===== src/rtl/ifetch_buffer.sv =====
// Instruction fetch buffer: issues in-order instruction memory reads for the
// fetch PC stream, pairs each returned word with its PC, and hands entries to
// decode in order. Entries are allocated at grant time so the buffer also
// bounds the number of reads in flight. A flush discards everything; responses
// still in flight at that point are counted and silently dropped on arrival.
module ifetch_buffer #(
  parameter int DEPTH = 4
) (
  input  logic        clk,
  input  logic        rst,
  input  logic [31:0] pc_i,
  input  logic        pc_valid_i,
  output logic        pc_ready_o,
  output logic        imem_req_o,
  output logic [31:0] imem_addr_o,
  input  logic        imem_gnt_i,
  input  logic        imem_rvalid_i,
  input  logic [31:0] imem_rdata_i,
  input  logic        flush_i,
  output logic        inst_valid_o,
  input  logic        inst_ready_i,
  output logic [31:0] inst_o,
  output logic [31:0] inst_pc_o
);

  localparam int AW = $clog2(DEPTH);
  localparam int CW = AW + 1;
  localparam logic [CW-1:0] FULL = CW'(DEPTH);

  logic [AW-1:0] alloc_ptr;
  logic [AW-1:0] fill_ptr;
  logic [AW-1:0] head_ptr;
  logic [CW-1:0] alloc_cnt;
  logic [CW-1:0] unfilled_cnt;  // allocated entries still waiting for data
  logic [CW-1:0] drop_cnt;      // responses owed to fetches killed by a flush

  logic [31:0] pc_arr     [DEPTH];
  logic [31:0] inst_arr   [DEPTH];
  logic        filled_arr [DEPTH];

  logic alloc_en;
  logic fill_en;
  logic pop_en;
  logic drop_en;
  logic resp_taken;

  // Request gating, output presentation and per-cycle event strobes.
  always_comb begin
    imem_req_o   = pc_valid_i & ~rst & ~flush_i & (alloc_cnt < FULL) & (drop_cnt == '0);
    imem_addr_o  = pc_i;
    pc_ready_o   = imem_req_o & imem_gnt_i;
    inst_valid_o = filled_arr[head_ptr] & (alloc_cnt != '0) & ~flush_i;
    inst_o       = inst_arr[head_ptr];
    inst_pc_o    = pc_arr[head_ptr];
    alloc_en     = pc_ready_o;
    pop_en       = inst_valid_o & inst_ready_i;
    // A response with nothing outstanding is ignored entirely.
    fill_en      = imem_rvalid_i & ~flush_i & (drop_cnt == '0) & (unfilled_cnt != '0);
    drop_en      = imem_rvalid_i & (drop_cnt != '0);
    // Any response that corresponds to a real outstanding read (live or dropped).
    resp_taken   = imem_rvalid_i & ((drop_cnt != '0) | (unfilled_cnt != '0));
  end

  // Pointers and occupancy counters; a flush folds live in-flight reads into drop_cnt.
  always_ff @(posedge clk) begin
    if (rst) begin
      alloc_ptr    <= '0;
      fill_ptr     <= '0;
      head_ptr     <= '0;
      alloc_cnt    <= '0;
      unfilled_cnt <= '0;
      drop_cnt     <= '0;
    end else if (flush_i) begin
      alloc_ptr    <= '0;
      fill_ptr     <= '0;
      head_ptr     <= '0;
      alloc_cnt    <= '0;
      unfilled_cnt <= '0;
      // While draining unfilled_cnt is already zero, so this only keeps counting down.
      drop_cnt     <= drop_cnt + unfilled_cnt - CW'(resp_taken);
    end else begin
      if (alloc_en) alloc_ptr <= alloc_ptr + AW'(1);
      if (fill_en)  fill_ptr  <= fill_ptr + AW'(1);
      if (pop_en)   head_ptr  <= head_ptr + AW'(1);
      alloc_cnt    <= alloc_cnt + CW'(alloc_en) - CW'(pop_en);
      unfilled_cnt <= unfilled_cnt + CW'(alloc_en) - CW'(fill_en);
      if (drop_en)  drop_cnt  <= drop_cnt - CW'(1);
    end
  end

  for (genvar gi = 0; gi < DEPTH; gi++) begin : g_entry
    logic [31:0] entry_pc;
    logic [31:0] entry_inst;
    logic        entry_filled;

    // One buffer slot: PC written at allocation, word and filled flag at fill.
    always_ff @(posedge clk) begin
      if (rst) begin
        entry_pc     <= '0;
        entry_inst   <= '0;
        entry_filled <= 1'b0;
      end else if (flush_i) begin
        entry_filled <= 1'b0;
      end else begin
        if (alloc_en && (alloc_ptr == AW'(gi))) begin
          entry_pc     <= pc_i;
          entry_filled <= 1'b0;
        end
        if (fill_en && (fill_ptr == AW'(gi))) begin
          entry_inst   <= imem_rdata_i;
          entry_filled <= 1'b1;
        end
        if (pop_en && (head_ptr == AW'(gi))) begin
          entry_filled <= 1'b0;
        end
      end
    end

    assign pc_arr[gi]     = entry_pc;
    assign inst_arr[gi]   = entry_inst;
    assign filled_arr[gi] = entry_filled;
  end

endmodule


===== config.mk =====
export PLATFORM = sky130hd
export DESIGN_NAME = ifetch_buffer
export DESIGN_NICKNAME = d
export VERILOG_FILES = /design/src/rtl/ifetch_buffer.sv
export SDC_FILE = /design/constraint.sdc
export NUM_CORES = 1
export LEC_CHECK = 0
export CORE_ASPECT_RATIO = 1.1
export CORE_MARGIN = 1
export CORE_UTILIZATION = 50
export DETAILED_ROUTE_END_ITERATION = 8
export PLACE_DENSITY_LB_ADDON = 0.1
export SETUP_SLACK_MARGIN = 0.02
export SYNTH_ARGS = -nofsm -noshare
export SYNTH_HDL_FRONTEND = slang
export SYNTH_SLANG_ARGS = --single-unit

===== constraint.sdc =====
create_clock -name clk -period 5.5 [get_ports clk]
set_input_delay 0.825 -clock clk [delete_from_list [all_inputs] [get_ports clk]]
set_output_delay 0.825 -clock clk [all_outputs]
set_load 0.02 [all_outputs]

**Word level (Yosys, flattened, before mapping)**

Cells that the tools add are included.

- Add/sub/neg operators: 10
- Magnitude comparators: 2
- Equality and inequality tests: 9
- Multiplexer cells: 19
- Bitwise operators: 17
- Reduce and logical (&&, ||, !) cells: 37

Operator list:

| cell | number |
|---|---|
| $bmux W32 S2 | 2 |
| $mux W32 | 4 |
| $reduce_and A2 Y1 | 8 |
| $and A1 B1 Y1 | 13 |
| $eq A2 B2 Y1 const B | 6 |
| $logic_and A1 B1 Y1 | 12 |
| $reduce_or A3 Y1 | 4 |
| $mux W1 | 10 |
| $reduce_bool A2 Y1 | 5 |
| $reduce_bool A3 Y1 | 3 |
| $sub A3 B1 Y3 | 3 |
| $add A2 B1 Y2 const B | 3 |
| $add A3 B1 Y3 | 2 |
| $eq A2 B1 Y1 const B | 3 |
| $logic_not A2 Y1 | 3 |
| $mux W3 | 2 |
| $add A3 B3 Y3 | 1 |
| $ge A3 B3 Y1 const B | 1 |
| $logic_not A3 Y1 | 1 |
| $lt A3 B3 Y1 const B | 1 |
| $not A2 Y3 | 1 |
| $sub A3 B1 Y3 const B | 1 |
| $bmux W1 S2 | 1 |
| $not A1 Y1 | 2 |
| 2 further kinds | 2 |

- Register bits: 275
- Bits of input ports: 71
- Output and inout port bits: 99
- Word-level logic and storage cells: 112

**Logic depth before layout (Yosys ltp)**

- Depth in word-level cells: 9
- Gate-level depth with buffers: 13
- Depth with buffers taken out: 13

**Least setup slack after synthesis**

Ideal clock, no wire load.

- Path kind: input port to flip-flop
- From: input port flush_i
- To: register unfilled_cnt[2]
- Setup time: 0.128 ns
- Arrival time: 2.590 ns
- Required time: 5.372 ns
- Slack: 2.782 ns
- Stages on the path: 9
- Buffers on the path: 0
- Path through: nor4b_4 nand3_1 inv_1 ha_1 inv_1 fa_1 xnor2_1 xnor2_1 nor2_1

- Longest elaborated chain between the ends: 7
- Elaborated cells on any way between the ends: 11
- Those cells by class: add/sub: 2; bitwise: 8; reduce/logical: 1

Ends and longest elaborated chain:

| element | line | text |
|---|---|---|
| from (decl) | 19 | `input logic flush_i,` |
| $not A1 Y1 (no line) | -- |  |
| $and A1 B1 Y1 (3 in series) | 49 | `imem_req_o = pc_valid_i & ~rst & ~flush_i & (alloc_cnt < FULL) & (drop_cnt == '0);` |
| $and A1 B1 Y1 | 51 | `pc_ready_o = imem_req_o & imem_gnt_i;` |
| net pc_ready_o | 13 | `output logic pc_ready_o,` |
| $add A3 B1 Y3 | 86 | `unfilled_cnt <= unfilled_cnt + CW'(alloc_en) - CW'(fill_en);` |
| $sub A3 B1 Y3 | 86 |  |
| to (signal assigned) | 86 |  |
| to (decl) | 34 | `logic [CW-1:0] unfilled_cnt;` |

The timed path passes the listed nets, and every way through them passes these cells.
A chain may end at the register's enable or synchronous reset.

**Worst setup path after layout**

- From: input port flush_i
- To: output port pc_ready_o

- Longest elaborated chain between the ends: 5

Ends and longest elaborated chain:

| element | line |
|---|---|
| $not A1 Y1 (no line) | -- |
| $and A1 B1 Y1 (3 in series) | 49 |
| $and A1 B1 Y1 | 51 |
| to (decl) | 13 |

No other way between the ends.

==> summary.md <==
| Metric | Value |
|---|---|
| Die X | `approximately 150 um` |
| Critical Path Sink Type | `output port` |
| GRT overflow | `0` |
| CP arrival | `3030 ps` |
| Minimum clock period | `3860 ps` |
| Required time of the critical path | `4680 ps` |
| Total power per unit cell area | `between 300 and 400 nW/um^2` |
| CP max stage delay | `640 ps` |
| Pins over their slew limit | `0` |
| Post-CTS Resized | `0` |
| Final nets | `1405` |
| Worst Setup Path Type | `input pin to output port` |
| DIE HEIGHT | `164 um` |
| RD Place Congestion | `0.743` |
| Fmax achieved | `259 MHz` |
| GRT Total Usage | `between 20% and 30%` |
| Worst-path maximum fanout | `12` |
| Cell mode on critical path | `clkdlybuf4s50_1` |
| Clock buffer count from CTS | `29` |
| Buf+Inv Stages, Crit Path | `3` |
| DRT iter0 DRCs | `536` |
| Final Cycle Share | `70.2%` |
| Worst vdd ir | `253 uV` |
| Post-CTS Hold Buffers | `0` |
| Vias in the first global route | `around 8.5k` |
| CP Launch Type | `input pin` |
| Hold Fails Final Rpt | `0` |
| CTS tree | `done` |
| Worst min-delay path category | `register to register` |
| Via Count | `about 8.7k` |
| Drt drc | `0` |
| Most frequent cells in the layout | `273 x dfxtp_1, 263 x nand2_1, 168 x clkdlybuf4s50_1` |
| Status | `finished, final reports clean` |
| Drt pass-1 iters | `5` |
| Reg clk slew, reported paths | `60 ps` |
| Die ar. | `about 25000 um^2` |
| Register area share after synthesis | `46.0%` |
| Ports | `170` |
| Clk sink count | `275` |
| Avg Cell Area, Syn | `9.77 um^2` |
| Setup repair after global routing missed its margin | `false` |
| Final wirelength | `27.3 mm` |
| Met3 Resource Use GR | `approximately 5%` |
| Setup TNS | `0 ps` |
| # port buffers | `around 170` |
| Setup repair bufs after CTS | `0` |
| Syn Inst Count | `1225` |
| Core Rows | `59` |
| First-pass GRT wire length | `roughly 44 mm` |
| Worst-margin pin slew | `1100 ps` |
| CTS max path bufs | `3` |
| Critical path's top delay family | `buffers and inverters` |
| Max Cap Viol | `0` |
| Routed len/inst | `~17 um` |
| Share of cells above drive strength 1 | `11.0%` |
| CTS Root Cell | `clkbuf_16` |
| LEAKAGE | `0.00593 uW` |
| #FFs+latches synth | `between 200 and 300` |
| Finished Cell Area | `approximately 15000 um^2` |
| Initial core utilization | `50.8%` |
| Slowest-stage cell, CP | `clkdlybuf4s50_1` |
| Worst-path cell chain | `clkdlybuf4s50_1 -> nor4b_4 -> nand3_1 -> inv_1 -> clkdlybuf4s50_1` |
| Yosys cell types | `36` |
| Placed cell area | `13400 um^2` |
| Met1 GRT Util | `between 20% and 30%` |
| Largest net degree at the start of global routing | `97` |
| Depth of the CTS H-tree | `1` |
| Initial antenna violation count | `1` |
| Total core area | `23500 um^2` |
| Met2 usage in global routing | `38.3%` |
| Vias per std cell | `~5.3` |
| Commonest non-fill, non-tap cell in the layout | `dfxtp_1` |
| Routed Antenna Nets | `0` |
| Clk_lat worst skew | `540 ps` |
| Syn nets | `approximately 1.3k` |
| YS warnings | `0` |
| Final setup fails | `0` |
| Dpl hpwl | `15.7 mm` |
| Layout area overhead | `21.5%` |
| Mapped Area | `12000 um^2` |
| Slew headroom | `roughly 26%` |
| Clk_skew | `7.45 ps` |
| Busiest layer in global routing | `met2` |
==> cell usage after synthesis <==
| master | instances | area share (%) |
|---|---|---|
| and3_1 | 4 | 0.21 |
| a311o_1 | 1 | 0.084 |
| nand4_2 | 4 | 0.42 |
| buf_1 | 8 | 0.25 |
| buf_2 | 35 | 1.5 |
| buf_4 | 32 | 2.0 |
| nand2b_1 | 1 | 0.052 |
| or4_1 | 1 | 0.063 |
| a21oi_1 | 136 | 5.7 |
| xor2_1 | 1 | 0.073 |
| nand4b_1 | 1 | 0.073 |
| nor2_1 | 139 | 4.4 |
| a41oi_1 | 1 | 0.073 |
| nand2_1 | 263 | 8.2 |
| a211oi_1 | 5 | 0.31 |
| mux2i_1 | 130 | 11 |
| xnor2_1 | 9 | 0.66 |
| clkbuf_1 | 36 | 1.1 |
| and2_1 | 5 | 0.26 |
| or3_1 | 1 | 0.052 |
| dfxtp_1 | 275 | 46 |
| mux2_2 | 1 | 0.094 |
| nor4b_4 | 1 | 0.20 |
| and4bb_2 | 1 | 0.10 |
| nor2b_1 | 1 | 0.052 |
| mux4_2 | 65 | 12 |
| nor4bb_1 | 1 | 0.084 |
| fa_1 | 3 | 0.50 |
| buf_6 | 12 | 1.1 |
| or2_2 | 1 | 0.052 |
| nand3_1 | 7 | 0.29 |
| nor3_1 | 2 | 0.084 |
| inv_1 | 20 | 0.63 |
| ha_1 | 20 | 2.1 |
| a2111oi_0 | 1 | 0.073 |
| a31o_2 | 1 | 0.073 |
==> report_power, final <==
group	internal, uW	leakage (uW)	switching [uW]
Clock	1410	0.000548	797
Combinational	150	0.00317	176
Sequential	2010	0.00222	13.1
==> metrics by stage <==
stage | util (%) | hold WS (ps) | setup slack (ps) | cells | total power (uW)
final | 61.8 | 451 | 1640 | 1640 | 4550
after global placement | 57.0 | 439 | 1670 | 1585 | 2390
after detailed placement | 57.0 | 445 | 1620 | 1585 | 2390
after floorplan | - | 433 | 2780 | 1225 | 2260
after global routing | 61.7 | 468 | 1480 | 1638 | 4720
after CTS | 61.7 | 453 | 1610 | 1638 | 4600
==> worst min-delay path: stages, from the launching register on <==
cell and delay [ps]:
dfxtp_1 300, nand2_1 50, a21oi_1 50
==> kinds of logic after synthesis <==
logic type,share of synthesized area (%)
DFF,46.0
xor gates and xnor gates,0.732
adders and majority gates,2.59
muxes,23.2
and+or+nand+nor,14.6
AOI/OAI and AO/OA,6.30
buffers and inverters,6.60
==> path summary, 6_finish.rpt <==
check                                                  to  cells after the start  slack, ps                      start
worst min-delay path            g_entry[1].entry_inst[22]                      2        450  g_entry[1].entry_inst[22]
worst max-delay path                           pc_ready_o                      5       1640                    flush_i
worst min register to register  g_entry[1].entry_inst[22]                      2        450  g_entry[1].entry_inst[22]
worst max register to register               alloc_cnt[1]                      7       2320                head_ptr[1]
==> area by class of cell <==
cell class              count  area, um^2
fillers                  2008        9000
multi-input cells         807        5700
clock buffers              38         851
clock inverters            15         256
diodes                      2        5.00
inverters                  20        75.1
repair buffers            178        1760
flip-flops and latches    275        5510
well taps                 305         382
==> sequential cells by signal, indices dropped and copies added, names as in the netlist <==
name	flops
alloc_cnt	3
alloc_ptr	2
drop_cnt	3
fill_ptr	2
g_entry.entry_filled	4
g_entry.entry_inst	128
g_entry.entry_pc	128
head_ptr	2
unfilled_cnt	3
==> metal layers <==
layer	vias up	wire, um
met3	37	1690
li1	4301	-
met4	0	442
met1	4155	11900
met5	-	0
met2	208	13200
No activity file was read; power rests on OpenSTA's default activity.
